[src/rtl/tst_din_pkg.sv]
// rtl/tst_din_pkg.sv - shared constants, checker states and word packing for tst_din_dgen / tst_din_chk
package tst_din_pkg;
  localparam int WORD_W          = 64;
  localparam int SAMPLE_W        = 28;
  localparam logic [3:0] HDR_NIB = 4'd8;
  localparam int NWORDS_LOG2_DEF = 16;

  typedef enum logic [1:0] {CHK_IDLE, CHK_RUN, CHK_DONE} chk_state_t;

  // Each 32-bit lane is {sample msb, header nibble, sample[26:0]}; imaginary lane on top.
  function automatic logic [WORD_W-1:0] pack(input logic [SAMPLE_W-1:0] re,
                                             input logic [SAMPLE_W-1:0] im);
    return {im[SAMPLE_W-1], HDR_NIB, im[SAMPLE_W-2:0], re[SAMPLE_W-1], HDR_NIB, re[SAMPLE_W-2:0]};
  endfunction

  // x^31 + x^28 + 1, stepped once per sample bit so each sample is fresh sequence bits.
  function automatic logic [30:0] prbs31_adv(input logic [30:0] s);
    logic [30:0] t;
    t = s;
    for (int i = 0; i < SAMPLE_W; i++) t = {t[29:0], t[30] ^ t[27]};
    return t;
  endfunction
endpackage

[src/rtl/tst_din_chk_exp.sv]
// rtl/tst_din_chk_exp.sv - regenerates the expected generator word stream for the checker
module tst_din_chk_exp import tst_din_pkg::*; #(
  parameter logic [63:0] SEED = 64'h1234589abcdef
) (
  input  logic              clk,
  input  logic              rst,
  input  logic              en,
  output logic [WORD_W-1:0] exp_word,
  output logic              exp_valid
);
  logic [SAMPLE_W-1:0] re_s;
  logic [SAMPLE_W-1:0] im_s;

  tst_din_dgen_prbs31 #(.SEED(SEED[31:0])) u_re (.clk(clk), .rst(rst), .en(en), .sample(re_s));
  tst_din_dgen_prbs31 #(.SEED(SEED[63:32])) u_im (.clk(clk), .rst(rst), .en(en), .sample(im_s));

  always_ff @(posedge clk) begin
    if (rst) exp_valid <= 1'b0;
    else     exp_valid <= en;
  end

  assign exp_word = pack(re_s, im_s);
endmodule

[src/rtl/tst_din_dgen_prbs31.sv]
// rtl/tst_din_dgen_prbs31.sv - one PRBS31 lane emitting a 28-bit sample per enable
module tst_din_dgen_prbs31 import tst_din_pkg::*; #(
  parameter logic [31:0] SEED = 32'h1
) (
  input  logic                clk,
  input  logic                rst,
  input  logic                en,
  output logic [SAMPLE_W-1:0] sample
);
  logic [30:0] state;

  // sample is the pre-advance state, so it appears the cycle after en
  always_ff @(posedge clk) begin
    if (rst) begin
      state  <= SEED[30:0];
      sample <= '0;
    end else if (en) begin
      state  <= prbs31_adv(state);
      sample <= state[SAMPLE_W-1:0];
    end
  end
endmodule

[config.mk]
export PLATFORM = sky130hd
export DESIGN_NAME = tst_din_chk_exp
export DESIGN_NICKNAME = d
export VERILOG_FILES = /design/src/rtl/tst_din_pkg.sv /design/src/rtl/tst_din_chk_exp.sv /design/src/rtl/tst_din_dgen_prbs31.sv
export SDC_FILE = /design/constraint.sdc
export NUM_CORES = 1
export LEC_CHECK = 0
export ABC_AREA = 1
export BUFFER_PORTS_ARGS = -buffer_cell sky130_fd_sc_hd__buf_2
export CAP_MARGIN = 10
export CORE_MARGIN = 3
export CORE_UTILIZATION = 50
export DETAILED_ROUTE_END_ITERATION = 7
export PLACE_DENSITY = 0.77
export SETUP_SLACK_MARGIN = 0.15
export SYNTH_ARGS = -nofsm -noshare
export SYNTH_HDL_FRONTEND = slang
export SYNTH_HIERARCHICAL = 1
export SYNTH_SLANG_ARGS = --single-unit
[constraint.sdc]
create_clock -name clk -period 1.1 [get_ports clk]
set_clock_uncertainty 0.2 [all_clocks]
set_input_delay 0 -clock clk [delete_from_list [all_inputs] [get_ports clk]]
set_output_delay 0 -clock clk [all_outputs]
set_load 0.05 [all_outputs]
# ---- Word-level counts from Yosys, hierarchy flattened
# Cells that the tools add are included.
dict set report op_classes {
  n_bitwise 56
}
# cell n
set op_table {}
lappend op_table {{$xor A1 B1 Y1} 56}
dict set report totals {
  register_bits 119
  inputBits 3
  output_inout_bits 65
  wordCells 61
}

# ---- Logic depth before layout (Yosys ltp)
dict set report logic_depth {
  ltp_word 1
  depth_mapped 5
  depth_no_buf 3
}

# ---- Modules after synthesis
# Netlist, hierarchy kept.
# module n_inst cells_per_inst area_per_inst_um2 seq_area_each_um2
set modules_own_cells {}
lappend modules_own_cells {{tst_din_dgen_prbs31 at u_im} 1 274 2110.8 1121.1}
lappend modules_own_cells {{tst_din_dgen_prbs31 at u_re} 1 273 2090.8 1121.1}
lappend modules_own_cells {tst_din_chk_exp 1 13 97.6 20.0}

# ---- Least setup slack after synthesis
# No wires, ideal clock.
dict set report synth_path {
  path_type {register to register}
  from {reg, netlist name u_im/sample[10]}
  to {reg u_im.sample[10]}
  setup_ps 70
  arrival_ps 814
  t_required_ps 830
  setup_slack_ps 16
  stages_incl_launch_ff 3
  n_path_buf 0
  synth_period_minus_slack_ps 1084
  path_cell_list {dfxtp_1 -> nand2_1 -> a21oi_1}
}
# item line
set synth_rtl {}
lappend synth_rtl {{end signal: assignment} tst_din_dgen_prbs31.sv:19} ;# sample <= state[SAMPLE_W-1:0];
lappend synth_rtl {{end: declaration} tst_din_dgen_prbs31.sv:8} ;# output logic [SAMPLE_W-1:0] sample

==> results.toml <==
[run_status]
outcome = "finished, violations left"
violations = "hold timing, setup timing"

[global_route]
track_usage = 0.213
grt-busiest-layer = "met2"
use_met3 = 0.0651
grt_antenna_before_repair = 0
grt-ovfl-total = 0
grt_pass1_wl_um = 16800
grt_max_degree = 49
grtUsageMet1 = 0.246
gr-usage-met2 = 0.374
first_global_vias = 3595

[floorplan]
die_h_um = 98.7
num_rows = 33
initial_core_util = 0.518
core-area_sq_mm = 0.00830
pin_count = 68
die_x_um = 98.7
dieArea_sq_mm = 0.00975

[finish]
fillers = 461
antennaDiodeCount = 0
final_nets = 636
drive_gt1_frac = 0.389
syn_to_final_growth_pct = 46.3

[setup_path]
timing.rr.start = "u_re/sample[1]"
reg2reg_to = "u_re/state[26]"
r2r_slack_ns = 0.02
startpoint = "en"
reg2reg_depth = 5
crit_path_end = "u_re/sample[9]"
crit_required_ns = 1.30
crit_family = "buffers and inverters"
cp.depth = 6
cp.arrival_ns = 1.45
crit_chain = "buf_6 > inv_2 > dlygate4sd3_1 > buf_12 > nand2_1 > a21oi_1"
critPathBufInv = 4
criticalPathCategory = "in2reg"
crit_path_max_incr_delay_ns = 0.71
start_kind = "input port"
crit_fanout = 23
crit_slowest_cell = "dlygate4sd3_1"
worstSetupEndpointType = "flip-flop"

[synthesis]
synth.distinct_cells = 15
ys.warnings.count = 6
async_flop_share = 0
ys_seq_area_frac = 0.526
synth-edff-count = 0
ys_ff_latch = 113
synth_flop_cell = "dfxtp_1"
syn_area_sq_mm = 0.00430
syn_inst = 560
avgSynthCellArea_sq_um = 7.68

[placement]
gp_congestion = 0.747
hpwl_um = 5680
pre_cts_ws_ns = 0.0760
place.port_buffers = 59

[sta]
period_needed_ns = 1.26
rsz0062_at_grt = "true"
max_freq_ghz = 0.794
fin_ws_ns = -0.159
finalCritPeriodShare = 1.14
fin_tns_setup_ns = -5.42
hold_violations = 110
slew_violations = 0
hold_ws_ns = -0.386
setup_viol = 64

[cts]
h-tree-depth = 4
tritoncts = "built"
clock-sinks = 113
cts_inserted_buffers = 17
clk_pin_slew_ns = 0.06
root_buffer = "clkbuf_8"
clkLatencyLatePin_ns = 0.50
clock_path_buffers = 2

[job]
cap_violations = 0

[power]
total_power_uw = 12000
cellPowerDensity_mw_per_mm2 = 1900
p_leak_uw = 0.00283
ir_drop_mv = 1.17

[drt]
ant_nets = 0
vias = 4161
initialDrtViolationCount = 302
wl_um = 12000
vias_per_cell = 5.55
dr.pass1.iters = 7
route.detailed.drc = 0
wl_per_cell_um = 16.0

[min_path]
hp-class = "in2reg"
hp-start = "en"
whs_path_depth = 3
final cells by class:
class / instances / area (sq um) / area share
sequential: 113 / 2420 / 0.384
multi-input combinational: 376 / 1730 / 0.275
timing repair buffer: 94 / 1260 / 0.200
clock buffer: 22 / 483 / 0.0768
clock inverter: 9 / 153 / 0.0243
tap: 105 / 131 / 0.0209
inverter: 31 / 118 / 0.0187
cells by family (layout without fill, tap and decap cells):
logic type	count (synthesis)	count (layout)	share of synthesized area
simple gates	282	282	0.271
flops	113	113	0.526
compound gates	86	86	0.100
buf+inv	77	156	0.101
other cells	2	8	0.00175
layer usage:
metal,share of wire,routed length [um]
met1,0.39,4650
met4,0.024,284
met3,0.060,724
met5,0,0
met2,0.53,6370
layout by cell type (no fill, tap or decap), types with 2 or more instances in the layout:
master,netlist,routed
dlygate4sd3_1,0,4
buf_12,0,7
clkbuf_8,0,6
a21oi_2,0,6
inv_1,29,27
conb_1,2,8
nor2_1,42,42
dfxtp_2,0,90
buf_8,0,47
nand3_1,82,76
clkbuf_16,0,18
clkinv_2,1,4
dfxtp_4,0,11
o21ai_2,0,4
nand2_1,157,151
clkinv_4,0,2
a21oi_1,80,73
buf_6,6,19
nand3_2,0,6
bufinv_16,0,4
buf_4,22,14
dfxtp_1,113,12
inv_2,1,3
nand2_2,0,6
Yosys cell counts, types with 2 or more instances:
cell      instances  share of area
buf_6             6          0.016
a21oi_1          80          0.093
nor2_1           42          0.037
nand2_1         157           0.14
buf_4            22          0.038
conb_1            2         0.0017
dfxtp_1         113           0.53
clkbuf_1          4         0.0035
buf_2            14          0.016
inv_1            29          0.025
o21ai_0           6         0.0070
nand3_1          82          0.095
through the flow:
| stage | utilization | cell area, sq um | hold WS [ns] | std cells |
|---|---|---|---|---|
| 2_1_floorplan | - | 4380 | -0.133 | 566 |
| 3_3_place_gp | 0.561 | 4660 | 0.170 | 694 |
| 3_5_place_dp | 0.561 | 4660 | 0.168 | 694 |
| 4_1_cts | 0.709 | 5880 | -0.364 | 736 |
| 5_1_grt | 0.758 | 6290 | -0.381 | 750 |
| 6_report | 0.758 | 6290 | -0.386 | 750 |
tightest hold or removal path: stages:
cell and delay [ns]:
buf_6 0.14, nand2_1 0.07, a21oi_1 0.06
state kept, by name, summed over array words and instances, names as in the netlist:
signal       count
exp_valid        1
u_im/state      28
u_re/sample     28
u_im/sample     28
u_re/state      28
worst min path at each step:
stage | endpoint | slack, ns
2_1_floorplan | exp_valid | -0.13
3_3_place_gp | u_re/sample[25] | 0.17
3_5_place_dp | u_re/sample[25] | 0.17
4_1_cts | u_re/sample[25] | -0.36
5_1_grt | u_re/sample[25] | -0.38
6_report | u_re/sample[25] | -0.39
power by group:
part           internal, uW  switching (uW)  total [uW]
Combinational           604             947        1550
Clock                  3960            1810        5770
Sequential             4370             266        4630
Total                  8930            3020       12000
repair_timing:
| item | in CTS | in global routing |
|---|---|---|
| resized for setup | 165 | 101 |
| setup buffers | 7 | 12 |
| setup endpoints to repair | 60 | 141 |
| endpoints found under the hold margin | 113 | 112 |
| pin swaps | 4 | 11 |
| hold buffers | 4 | 2 |
| cloned | 0 | 2 |
Power figures use the tool's default switching activity.
